--- src/rtl/nes_pkg.sv ---
// Shared constants, event layout and scan FSM encoding for the NES input sequencer.
package nes_pkg;

  // Button indices in the order the controller shifts them out
  localparam int BTN_A      = 0;
  localparam int BTN_B      = 1;
  localparam int BTN_SELECT = 2;
  localparam int BTN_START  = 3;
  localparam int BTN_UP     = 4;
  localparam int BTN_DOWN   = 5;
  localparam int BTN_LEFT   = 6;
  localparam int BTN_RIGHT  = 7;

  // Event word layout: {repeat, press, index}
  localparam int EV_REPEAT_BIT = 4;
  localparam int EV_PRESS_BIT  = 3;
  localparam int EV_IDX_MSB    = 2;
  localparam int EV_W          = EV_REPEAT_BIT + 1;

  typedef enum logic {
    S_IDLE = 1'b0,
    S_SCAN = 1'b1
  } scan_state_e;

  function automatic logic [EV_W-1:0] make_event(input logic rpt, input logic press,
                                                 input logic [EV_IDX_MSB:0] idx);
    make_event = {rpt, press, idx};
  endfunction

endpackage

--- src/rtl/nes_event_fifo.sv ---
// Small first-word-fall-through FIFO; head word comes straight out of the storage registers.
module nes_event_fifo #(
  parameter int DEPTH = 4,
  parameter int WIDTH = 5
) (
  input  logic             clk,
  input  logic             reset,
  input  logic             push,
  input  logic [WIDTH-1:0] din,
  output logic             full,
  input  logic             pop,
  output logic             valid,
  output logic [WIDTH-1:0] data
);
  localparam int AW = $clog2(DEPTH);

  logic [DEPTH-1:0][WIDTH-1:0] mem;
  logic [AW-1:0]               wr_ptr, rd_ptr;
  logic [AW:0]                 count;
  logic                        pop_ok, push_ok;

  // A pop frees the head slot this cycle, so a push into a full FIFO is still accepted
  assign pop_ok  = pop & valid;
  assign push_ok = push & (~full | pop_ok);
  assign full    = (count == (AW+1)'(DEPTH));
  assign valid   = (count != '0);
  assign data    = mem[rd_ptr];

  // Storage, pointers (wrap naturally, DEPTH is a power of 2) and occupancy
  always_ff @(posedge clk) begin
    if (reset) begin
      mem    <= '0;
      wr_ptr <= '0;
      rd_ptr <= '0;
      count  <= '0;
    end else begin
      if (push_ok) begin
        mem[wr_ptr] <= din;
        wr_ptr      <= wr_ptr + AW'(1);
      end
      if (pop_ok) rd_ptr <= rd_ptr + AW'(1);
      case ({push_ok, pop_ok})
        2'b10:   count <= count + (AW+1)'(1);
        2'b01:   count <= count - (AW+1)'(1);
        default: count <= count;
      endcase
    end
  end

endmodule

--- src/rtl/nes_input_sequencer.sv ---
// Turns controller button frames into press/release/auto-repeat events for the CPU,
// with a stable button state, a link watchdog and a sticky overflow flag.
module nes_input_sequencer
  import nes_pkg::*;
#(
  parameter int         DEPTH        = 4,
  parameter int         TIMEOUT      = 100000,
  parameter int         REPEAT_DELAY = 300,
  parameter int         REPEAT_RATE  = 50,
  parameter logic [7:0] REPEAT_MASK  = 8'hF0
) (
  input  logic            clk,
  input  logic            reset,
  input  logic [7:0]      in_buttons,
  input  logic            in_ready,
  output logic            ev_valid,
  input  logic            ev_ready,
  output logic [EV_W-1:0] ev_data,
  output logic [7:0]      state,
  output logic            connected,
  output logic            overflow,
  input  logic            clear_overflow
);
  localparam int RMAX = (REPEAT_DELAY > REPEAT_RATE) ? REPEAT_DELAY : REPEAT_RATE;
  localparam int CW   = $clog2(RMAX + 1);
  localparam int WDW  = $clog2(TIMEOUT + 1);

  scan_state_e       fsm_q, fsm_d;
  logic [2:0]        idx_q;
  logic [7:0]        state_q, new_q, diff_q;
  logic              fire_q;
  logic              pend_vld;
  logic [7:0]        pend_data;
  logic [WDW-1:0]    wd_cnt;
  logic              wd_hit;
  logic              connected_q, overflow_q;
  logic [CW-1:0]     rpt_cnt, cnt_inc, cnt_d;
  logic              rpt_rate, rate_d, fire_d;
  logic [7:0]        frame, diff_d;
  logic              accept, synth;
  logic              push, fifo_full, pop;
  logic [EV_W-1:0]   ev_in;

  assign wd_hit = (wd_cnt == WDW'(TIMEOUT));
  assign pop    = ev_ready & ev_valid;

  // Scan state register
  always_ff @(posedge clk) begin
    if (reset) fsm_q <= S_IDLE;
    else       fsm_q <= fsm_d;
  end

  // Frame selection in IDLE (live > pending > synthetic release), event generation in SCAN
  always_comb begin
    fsm_d  = fsm_q;
    accept = 1'b0;
    synth  = 1'b0;
    frame  = 8'h00;
    push   = 1'b0;
    ev_in  = '0;
    case (fsm_q)
      S_IDLE: begin
        if (in_ready) begin
          accept = 1'b1;
          frame  = in_buttons;
        end else if (pend_vld) begin
          accept = 1'b1;
          frame  = pend_data;
        end else if (wd_hit && connected_q) begin
          accept = 1'b1;
          synth  = 1'b1;
        end
        if (accept) fsm_d = S_SCAN;
      end
      S_SCAN: begin
        if (diff_q[idx_q]) begin
          push  = 1'b1;
          ev_in = make_event(1'b0, new_q[idx_q], idx_q);
        end else if (fire_q && new_q[idx_q] && REPEAT_MASK[idx_q]) begin
          push  = 1'b1;
          ev_in = make_event(1'b1, 1'b1, idx_q);
        end
        if (idx_q == 3'd7) fsm_d = S_IDLE;
      end
      default: fsm_d = S_IDLE;
    endcase
  end

  // Repeat poll counter update for the frame being accepted
  always_comb begin
    diff_d  = frame ^ state_q;
    cnt_inc = rpt_cnt + CW'(1);
    cnt_d   = cnt_inc;
    rate_d  = rpt_rate;
    fire_d  = 1'b0;
    if (diff_d != 8'h00 || (frame & REPEAT_MASK) == 8'h00) begin
      cnt_d  = '0;
      rate_d = 1'b0;
    end else if ((!rpt_rate && cnt_inc == CW'(REPEAT_DELAY)) ||
                 ( rpt_rate && cnt_inc == CW'(REPEAT_RATE))) begin
      fire_d = 1'b1;
      cnt_d  = '0;
      rate_d = 1'b1;
    end
  end

  // Frame capture, scan index, pending slot and repeat state
  always_ff @(posedge clk) begin
    if (reset) begin
      idx_q       <= '0;
      state_q     <= '0;
      new_q       <= '0;
      diff_q      <= '0;
      fire_q      <= 1'b0;
      pend_vld    <= 1'b0;
      pend_data   <= '0;
      rpt_cnt     <= '0;
      rpt_rate    <= 1'b0;
      connected_q <= 1'b0;
    end else begin
      if (fsm_q == S_SCAN) idx_q <= idx_q + 3'd1;
      if (accept) begin
        state_q     <= frame;
        new_q       <= frame;
        diff_q      <= diff_d;
        fire_q      <= fire_d;
        rpt_cnt     <= cnt_d;
        rpt_rate    <= rate_d;
        idx_q       <= '0;
        connected_q <= ~synth;
      end
      // Frames arriving mid-scan park here; a newer one overwrites an older one
      if (in_ready && fsm_q == S_SCAN) begin
        pend_vld  <= 1'b1;
        pend_data <= in_buttons;
      end else if (accept) begin
        pend_vld  <= 1'b0;
      end
    end
  end

  // Watchdog: cycles since the last in_ready, saturating at TIMEOUT
  always_ff @(posedge clk) begin
    if (reset)        wd_cnt <= '0;
    else if (in_ready) wd_cnt <= '0;
    else if (!wd_hit)  wd_cnt <= wd_cnt + WDW'(1);
  end

  // Sticky overflow; a drop in the same cycle as a clear keeps it set
  always_ff @(posedge clk) begin
    if (reset)                        overflow_q <= 1'b0;
    else if (push && fifo_full && !pop) overflow_q <= 1'b1;
    else if (clear_overflow)          overflow_q <= 1'b0;
  end

  nes_event_fifo #(.DEPTH(DEPTH), .WIDTH(EV_W)) u_fifo (
    .clk   (clk),
    .reset (reset),
    .push  (push),
    .din   (ev_in),
    .full  (fifo_full),
    .pop   (pop),
    .valid (ev_valid),
    .data  (ev_data)
  );

  assign state     = state_q;
  assign connected = connected_q;
  assign overflow  = overflow_q;

endmodule

--- config.mk ---
export PLATFORM = sky130hd
export DESIGN_NAME = nes_input_sequencer
export DESIGN_NICKNAME = d
export VERILOG_FILES = /design/src/rtl/nes_pkg.sv /design/src/rtl/nes_event_fifo.sv /design/src/rtl/nes_input_sequencer.sv
export SDC_FILE = /design/constraint.sdc
export NUM_CORES = 1
export LEC_CHECK = 0
export BUFFER_PORTS_ARGS = -buffer_cell sky130_fd_sc_hd__buf_4
export CAP_MARGIN = 20
export CORE_MARGIN = 1
export CORE_UTILIZATION = 52
export CTS_CLUSTER_DIAMETER = 60
export DETAILED_ROUTE_END_ITERATION = 10
export GPL_ROUTABILITY_DRIVEN = 1
export PLACE_DENSITY = 0.7
export SETUP_SLACK_MARGIN = 0.02
export SYNTH_ARGS = -nofsm -noshare
export SYNTH_HDL_FRONTEND = slang
export SYNTH_HIERARCHICAL = 1
export SYNTH_SLANG_ARGS = --single-unit
--- constraint.sdc ---
create_clock -name clk -period 8.4 [get_ports clk]
set_clock_uncertainty 0.15 [all_clocks]
set_input_delay 0.84 -clock clk [delete_from_list [all_inputs] [get_ports clk]]
set_output_delay 0.84 -clock clk [all_outputs]
set_load 0.02 [all_outputs]
==> qor.yml <==
status: "complete, no violations"
routed-via-count: 3491
drc: 0
rr_startpoint: "idx_q[0]$_SDFFE_PP0P_"
grt_pass1_vias: 3283
die_h_um: 95.79
ant_nets: 0
critPathCaptureType: "flip-flop"
dr_wl_met2_um: 4164
drt-met1-wl_um: 4327
fin_area_um2: 4970
hold_viol_final: 0
synth_compound_area_frac: 0.1179
drtIter0Drc: 164
p_leak_nw: 1.872
routabilityCongestion: 0.9055
grt_usage: 0.2073
synth_simple_gate_area_frac: 0.2732
ff2ff_path_depth: 12
io_buffers: 28
htreeDepth: 3
fin_setup_tns_ps: 0
yosys-top-cells-count: "87 x dfxtp_1, 40 x nor2_1, 36 x nand2_1"
highest_layer: "met4"
cp.arrival_ps: 3770
synth_top_family_by_area: "simple AND/OR/NAND/NOR gates"
cts_resized: 0
yosysUniqueCellTypes: 69
antenna_found_initial: 0
clock_latency_ps: 360
min_period_ps: 3636
holdCritStartpoint: "pend_data[5]$_SDFFE_PP0P_"
core_um2: 8382
fmax_mhz: 275.0
ys_seq_area_frac: 0.3807
synth_xor_area_frac: 0.04021
ys_seq_elements: 87
netlist_instances: 489
cts_buffer_depth: 2
max_slew_margin: 0.4698
nFillCells: 761
finalCritPeriodShare: 0.4329
syn-num-nets: 514
drive_gt1_frac: 0.1522
synthMuxAreaShare: 0.1018
r2r_setup_slack_ps: 4760
areaGrowthSynthToFinish_pct: 8.643
fin_nets: 527
viasPerCell: 5.714
cts_root_buf: "clkbuf_8"
critPathKind: "flip-flop to flip-flop"
postPlaceCellArea_um2: 4758
yosysTopAreaCellShare: 0.3807
critPathLaunch: "idx_q[0]$_SDFFE_PP0P_"
synthFlopType: "dfxtp_1"
critPathLaunchType: "flip-flop"
clock_sinks: 87
clk_pin_slew_worst_paths_ps: 90
cts-buffers-inserted: 9
overflow: 0
worst_slew_pin_slew_ps: 795.2
cp_max_fo: 14
ys_warn_count: 6
maxCapViolCount: 0
yosysMostFrequentCell: "dfxtp_1"
dp_cells: 596
die_w_um: 95.79
synth-adder-area-share: 0.03446
grt_pass1_wl_um: 15020
cts_hold_buffers: 0
yosysTopAreaCell: "dfxtp_1"
hp-class: "flip-flop to flip-flop"
holdPathStages: 2
postCtsSetupRepairBufs: 0
initial_core_util: 0.5458
rows: 33
crit_required_ps: 8530
drtPass1Iterations: 4
antenna_cells: 0
netlist_area_um2: 4574
dieArea_um2: 9176
final_cells: 611
powerDensity_nw_per_um2: 168.5
grt_max_degree: 70
finalSetupViolCount: 0
drv_slew: 0
wl_um: 8903
cts_tree: "yes"
wl_met3_um: 290
syn_avg_cell_area_um2: 9.355
worstReg2RegEnd: "u_fifo/count[2]$_SDFFE_PP0P_"
synth_edf_count: 0
io_pins: 29
synth_area_leaders: "dfxtp_1 38%, mux2i_1 5.3%, mux4_2 4.4%"
routedWlPerCell_um: 14.57
rsz0062_at_grt: "no"
detailed_place_hpwl_um: 6146
ir_drop_uv: 106.5
async_flop_share: 0
whs_endpoint: "pend_data[5]$_SDFFE_PP0P_"
[how the worst max path moves through the flow]
stage	slack, ps	depth (start not counted)	to
3_5_place_dp	4810	12	u_fifo/count[2]$_SDFFE_PP0P_
2_1_floorplan	4970	14	u_fifo/count[2]$_SDFFE_PP0P_
4_1_cts	4780	12	u_fifo/count[2]$_SDFFE_PP0P_
3_3_place_gp	4890	12	u_fifo/count[2]$_SDFFE_PP0P_
5_1_grt	4540	12	u_fifo/count[2]$_SDFFE_PP0P_
6_report	4760	12	u_fifo/count[2]$_SDFFE_PP0P_
[registers in the layout (all words and copies together) (netlist names), 2 cells and up, named ones only]
signal         count
idx_q              3
u_fifo/wr_ptr      2
new_q              8
diff_q             8
u_fifo/mem        20
u_fifo/count       3
u_fifo/rd_ptr      2
pend_data          8
rpt_cnt            9
wd_cnt            17
[logic make-up after synthesis]
| logic type | Yosys count |
|---|---|
| multiplexers | 35 |
| flip-flops | 87 |
| buffers and inverters | 46 |
| adder cells (fa/ha/maj) | 12 |
| AO/OA/AOI/OAI | 79 |
| XOR/XNOR | 21 |
| AND/OR/NAND/NOR | 209 |
[metal layers]
layer | GRT usage | vias to the layer above
li1 | - | 1776
met1 | 0.2648 | 1646
met2 | 0.3506 | 57
met3 | 0.04186 | 12
met4 | 0.06592 | 0
met5 | 0 | -
[area by class of cell]
type / count / area, um2 / share of cell area
well taps: 105 / 131.4 / 0.02644
clock buffers: 11 / 141.4 / 0.02845
inverters: 19 / 71.32 / 0.01435
repair buffers: 29 / 217.7 / 0.04381
flip-flops and latches: 87 / 1742 / 0.3505
clock inverters: 4 / 70.07 / 0.01410
multi-input cells: 356 / 2596 / 0.5224
[report_power, final]
part	total (mW)	internal (mW)	switching (mW)
clock	0.315	0.173	0.142
sequential	0.434	0.423	0.0110
combinational	0.0885	0.0366	0.0519
[critical path: stages (launching register included)]
cell and delay, ps:
dfxtp_1 540, mux4_2 540, mux2_2 300, and3_1 200, o21a_1 320, and2_1 240, inv_1 60, ha_1 170
inv_1 60, fa_1 370, xor2_1 170, or3_1 320, a21oi_1 140
[cell usage in the layout, fill, tap and decap left out, types with 3 or more instances in the layout]
master	synthesis	final
buf_4	3	29
ha_1	11	11
nand3_2	3	3
o21a_1	3	3
xor2_1	12	12
o21ai_0	9	9
nand4bb_1	3	3
a31oi_1	5	5
and2_1	6	6
clkbuf_8	0	10
and3_1	10	10
a21oi_1	27	27
or3_1	7	7
inv_1	19	19
dfxtp_1	87	87
o21ai_1	4	4
nor3_1	4	4
nand3b_1	10	10
mux2i_1	24	24
nand2b_1	30	30
xnor2_1	9	9
nand4_1	9	9
nor2_1	40	40
nand4b_1	4	4
mux4_2	9	9
nand3_1	26	26
nand2_1	36	36
a311oi_1	6	6
[metrics by stage]
stage / setup WS, ps / power (mW) / util / hold slack [ps]
after global placement: 4891 / 0.5298 / 0.5677 / 292.3
after global routing: 4540 / 0.8724 / 0.5929 / 339.3
final: 4764 / 0.8374 / 0.5929 / 305.6
after detailed placement: 4814 / 0.5316 / 0.5677 / 298.6
after floorplan: 4970 / 0.5113 / - / 278.6
after CTS: 4778 / 0.8461 / 0.5929 / 311.4
Power figures use the tool's default switching activity.
